File: src/rtl/data_pack.sv
// Packs 7-bit framed symbols four per 32-bit word; each byte lane is {lane_valid, symbol}.
// Optional idle flush of partial words is enabled with `define DATA_PACK_FLUSH_EN.
module data_pack #(
  parameter int unsigned TIMEOUT = 16
) (
  input  logic        clk,
  input  logic        rst,
  input  logic        valid_in,
  input  logic        sop_in,
  input  logic        eop_in,
  input  logic [6:0]  data_in,
  output logic        ready_out,
  input  logic        ready_in,
  output logic        valid_out,
  output logic        sop_out,
  output logic        eop_out,
  output logic [31:0] data_out,
  output logic        err_out
);

  if (TIMEOUT == 0 || TIMEOUT > 255) begin : g_timeout_range
    $error("data_pack: TIMEOUT must be in 1..255");
  end

  logic [23:0] acc_q, acc_d;
  logic [1:0]  cnt_q, cnt_d;
  logic        acc_sop_q, acc_sop_d;
  logic        valid_q, valid_d;
  logic        sop_q, sop_d;
  logic        eop_q, eop_d;
  logic [31:0] data_q, data_d;
  logic        err_q, err_d;

  logic        acc;
  logic        restart;
  logic [1:0]  base_cnt;
  logic [23:0] base_acc;
  logic        base_sop;
  logic [31:0] word;

`ifdef DATA_PACK_FLUSH_EN
  localparam logic [7:0] FlushAt = 8'(TIMEOUT - 1);
  logic [7:0] idle_q, idle_d;
`endif

  assign ready_out = !valid_q || ready_in;
  assign acc       = valid_in && ready_out;

  assign valid_out = valid_q;
  assign sop_out   = sop_q;
  assign eop_out   = eop_q;
  assign data_out  = data_q;
  assign err_out   = err_q;

  always_comb begin
    acc_d     = acc_q;
    cnt_d     = cnt_q;
    acc_sop_d = acc_sop_q;
    valid_d   = valid_q && !ready_in;
    sop_d     = sop_q;
    eop_d     = eop_q;
    data_d    = data_q;
    err_d     = err_q;
`ifdef DATA_PACK_FLUSH_EN
    idle_d    = idle_q;
`endif

    // A sop arriving mid-word abandons the partial lanes and restarts at lane 0.
    restart  = sop_in && (cnt_q != 2'd0);
    base_cnt = restart ? 2'd0 : cnt_q;
    base_acc = restart ? 24'h0 : acc_q;
    base_sop = (base_cnt == 2'd0) ? sop_in : acc_sop_q;

    word = {8'h00, base_acc};
    case (base_cnt)
      2'd0: word[7:0]   = {1'b1, data_in};
      2'd1: word[15:8]  = {1'b1, data_in};
      2'd2: word[23:16] = {1'b1, data_in};
      2'd3: word[31:24] = {1'b1, data_in};
    endcase

    if (acc) begin
      if (restart) err_d = 1'b1;
      if (base_cnt == 2'd3 || eop_in) begin
        valid_d   = 1'b1;
        data_d    = word;
        sop_d     = base_sop;
        eop_d     = eop_in;
        acc_d     = 24'h0;
        cnt_d     = 2'd0;
        acc_sop_d = 1'b0;
      end else begin
        acc_d     = word[23:0];
        cnt_d     = base_cnt + 2'd1;
        acc_sop_d = base_sop;
      end
`ifdef DATA_PACK_FLUSH_EN
      idle_d = 8'h00;
`endif
    end
`ifdef DATA_PACK_FLUSH_EN
    else if (cnt_q != 2'd0) begin
      // idle_q counts earlier idle cycles, so this cycle is the TIMEOUT-th one.
      if (idle_q >= FlushAt && ready_out) begin
        valid_d   = 1'b1;
        data_d    = {8'h00, acc_q};
        sop_d     = acc_sop_q;
        eop_d     = 1'b0;
        acc_d     = 24'h0;
        cnt_d     = 2'd0;
        acc_sop_d = 1'b0;
        idle_d    = 8'h00;
      end else if (idle_q != 8'hff) begin
        idle_d = idle_q + 8'h01;
      end
    end
`endif
  end

  always_ff @(posedge clk or negedge rst) begin
    if (!rst) begin
      acc_q     <= 24'h0;
      cnt_q     <= 2'd0;
      acc_sop_q <= 1'b0;
      valid_q   <= 1'b0;
      sop_q     <= 1'b0;
      eop_q     <= 1'b0;
      data_q    <= 32'h0;
      err_q     <= 1'b0;
    end else begin
      acc_q     <= acc_d;
      cnt_q     <= cnt_d;
      acc_sop_q <= acc_sop_d;
      valid_q   <= valid_d;
      sop_q     <= sop_d;
      eop_q     <= eop_d;
      data_q    <= data_d;
      err_q     <= err_d;
    end
  end

`ifdef DATA_PACK_FLUSH_EN
  always_ff @(posedge clk or negedge rst) begin
    if (!rst) idle_q <= 8'h00;
    else      idle_q <= idle_d;
  end
`endif

endmodule

File: config.mk
export PLATFORM = sky130hd
export DESIGN_NAME = data_pack
export DESIGN_NICKNAME = d
export VERILOG_FILES = /design/src/rtl/data_pack.sv
export SDC_FILE = /design/constraint.sdc
export NUM_CORES = 1
export LEC_CHECK = 0
export ABC_AREA = 1
export ABC_CLOCK_PERIOD_IN_PS = 3900
export CAP_MARGIN = 5
export CORE_UTILIZATION = 51
export CTS_BUF_LIST = sky130_fd_sc_hd__clkbuf_4 sky130_fd_sc_hd__clkbuf_8 sky130_fd_sc_hd__clkbuf_16
export DETAILED_ROUTE_END_ITERATION = 12
export PLACE_DENSITY = 0.77
export SLEW_MARGIN = 5
export SYNTH_ARGS = -nofsm -noshare
export SYNTH_HDL_FRONTEND = slang
export SYNTH_SLANG_ARGS = --single-unit
File: constraint.sdc
create_clock -name clk -period 3.9 [get_ports clk]
set_input_delay 0.39 -clock clk [delete_from_list [all_inputs] [get_ports clk]]
set_output_delay 0.39 -clock clk [all_outputs]
set_load 0.02 [all_outputs]
==> results.tsv <==
stage	metric	value	unit
placement	portBuffers	49	
logic_synthesis	synth_edf_count	0	
worst_setup_path	cp.depth	9	
flow_run	max_cap_violations	0	
worst_hold_path	hold_path_class	in -> async	
finish	drive_above_1_share	8.39	%
logic_synthesis	postSynthAreaPerCell	7.71	um^2
finish	nets	466	
detailed_routing	via_per_inst	4.92	
worst_setup_path	worstReg2RegEnd	data_out[10]	
finish	diodes	0	
logic_synthesis	synthArstFlopShare	100	%
pwr	p_leak	2.08	nW
worst_setup_path	critPathMaxFanout	33	
worst_setup_path	crit_type	reg -> reg	
clock_network	cts.repair.resized	0	
floorplanning	dieArea	0.00642	mm^2
logic_synthesis	syn_area	0.00311	mm^2
detailed_routing	wire_per_inst	13.6	um
clock_network	path_clk_slew	70	ps
pwr	power.switching	0.000565	W
worst_setup_path	slowest_stage	o21ai_4	
timing	min_period	2730	ps
placement	place_inst	512	
pwr	intPower	0.00140	W
worst_setup_path	crit_path_end	data_out[10]	
clock_network	cts_sinks	63	
global_routing	grt_antenna_before_repair	0	
floorplanning	start_util	52.6	%
floorplanning	die_h	80.1	um
floorplanning	core_area	0.00592	mm^2
finish	final_core_util	64.4	%
worst_setup_path	critPathArrivalTime	2960	ps
clock_network	clk_latency	350	ps
worst_setup_path	end_kind	flip-flop	
global_routing	grt_pass1_vias	2543	
placement	gp_congestion	0.756	
detailed_routing	drc	0	
placement	post-place-ws	1080	ps
timing	maxSlewHeadroom	47.3	%
worst_setup_path	ff2ff_setup_slack	1170	ps
logic_synthesis	synthFlopType	dfrtp_1	
worst_setup_path	cp-start-kind	flip-flop	
finish	fillers	520	
global_routing	overflow	0	
logic_synthesis	yosys_warnings	0	
timing	min_period_over_period	69.9	%
global_routing	grt.total_usage	24.8	%
worst_setup_path	worst-path-buf-inv	2	
clock_network	cts_root_buf	clkbuf_8	
worst_setup_path	cpMostUsedCell	nand2_1	
floorplanning	io_pins	50	
pwr	switching_share	28.8	%
worst_setup_path	regToRegStartpoint	cnt_q[1]	
timing	fin_skew	6.66	ps
pwr	power_frac_clock	38.4	%
timing	worst_slack	1170	ps
clock_network	cts_made_buffers	9	
detailed_routing	routed-via-count	2598	
finish	final_cell_count_no_fill	528	
logic_synthesis	syn_inst	404	
timing	slew_viol_final	0	
pwr	power_density	515	mW/mm^2
finish	final_cell_mix	nand2_1, dfrtp_1, clkdlybuf4s50_1	
pwr	p_seq_share	39.8	%
pwr	p_comb_share	21.8	%
worst_setup_path	crit_chain	o21ai_4 > nand2_1 > inv_1 > ha_1 > nor2_4 > nor2_8 > inv_4 > nand2_1 > nand2_1	
detailed_routing	dr.pass1.iters	7	
floorplanning	die_w	80.1	um
finish	final_common_cell	nand2_1	
clock_network	postCtsSetupBuffers	0	
detailed_routing	routed_wl	7190	um
clock_network	holdBufCountCts	0	
clock_network	cts_tree	yes	
finish	syn_to_final_growth	22.4	%
clock_network	h-tree-depth	3	
global_routing	grt_max_degree	36	
detailed_routing	drtIter0Drc	193	
worst_setup_path	cp_top_family	simple AND/OR/NAND/NOR gates	
timing	rsz0062_at_grt	false	
logic_synthesis	ys_types	22	
worst_setup_path	required	4130	ps
detailed_routing	ant_nets	0	
logic_synthesis	ys_seq_area_share	50.6	%
worst_setup_path	critPathLaunch	cnt_q[1]	
timing	hold_viol_final	0	
clock_network	cts_buffer_depth	2	
worst_setup_path	r2r_cells	9	
logic_synthesis	synthesis.nets	422	
global_routing	grt_pass1_wl	11900	um
timing	max_freq	0.367	GHz
placement	dpl.hpwl	4550	um
timing	tns	0	ps
worst_setup_path	cpPeakStageDelay	610	ps
timing	worst_slew_pin_slew	791	ps
floorplanning	rows	28	
timing	setup_viol	0	
pwr	ir_worst_vdd	0.254	mV
outcome	status	completed	
logic_synthesis	ys_ff_latch	63	
-- power by group through the flow --
stage	Sequential, W	Clock, W	Combinational, W
floorplan	0.000850	0	0.000204
global placement	0.000790	0	0.000416
detailed placement	0.000792	0	0.000428
CTS	0.000782	0.000756	0.000430
global route	0.000791	0.000786	0.000474
finish	0.000781	0.000754	0.000427
-- how the worst min path moves through the flow --
stage	from	to	slack (ps)	depth (start not counted)
after floorplan	rst	acc_q[0]	90	0
after global placement	acc_q[22]	acc_q[22]	460	2
after detailed placement	data_out[13]	data_out[13]	470	2
after CTS	rst	data_out[16]	160	1
after global routing	rst	acc_q[17]	190	1
final	rst	data_out[16]	120	1
-- synth_stat cells, types with 3 or more instances --
cell       n  share of area [%]
buf_2      4               0.64
buf_4      3               0.72
buf_6      8                2.9
dfrtp_1   63                 51
ha_1       5                2.0
inv_1     30                3.6
nand2_1  233                 28
nand2_2    9                1.8
nand3_1    8                1.3
nor2_1    22                2.7
o21ai_0    4               0.64
-- registers in the layout (all words and copies together) (netlist names) --
name	flops
data_out	32
err_out	1
acc_q	24
valid_out	1
acc_sop_q	1
eop_out	1
cnt_q	2
sop_out	1
-- routing by layer --
layer	track usage (%)	share of wire (%)	up-vias
met2	43.5	49	81
met1	30.3	44	1225
met5	0	0	-
li1	-	-	1281
met3	4.32	5.7	11
met4	9.64	1.2	0
-- area by class of cell --
type                    count  area [um^2]  share of cell area [%]
clock inverters             6          133                    3.48
flip-flops and latches     63         1580                    41.4
inverters                  33          126                    3.31
clock buffers              10          131                    3.45
multi-input cells         291         1260                    33.0
repair buffers             50          493                    12.9
well taps                  75         93.8                    2.46
-- per-stage QoR --
step / instance area (um^2) / power, W / hold WS [ps]
final: 3810 / 0.00196 / 119
after global placement: 3550 / 0.00121 / 461
after floorplan: 3110 / 0.00105 / 94.4
after CTS: 3810 / 0.00197 / 162
after detailed placement: 3550 / 0.00122 / 465
after global routing: 3810 / 0.00205 / 193
-- worst reg2reg max path: stages (launching register included) --
cell and delay [ps]:
dfrtp_1 440, o21ai_4 610, nand2_1 210, inv_1 160
ha_1 250, nor2_4 70, nor2_8 410, inv_4 260
nand2_1 140, nand2_1 70
-- kinds of logic (layout without fill, tap and decap cells) --
logic type,after synthesis,in the layout,synth area share [%]
simple gates,279,279,36.8
flops,63,63,50.6
buf+inv,50,99,8.96
compound gates,7,7,1.57
fa+ha+maj,5,5,2.01
(Power assumes the default switching activity.)
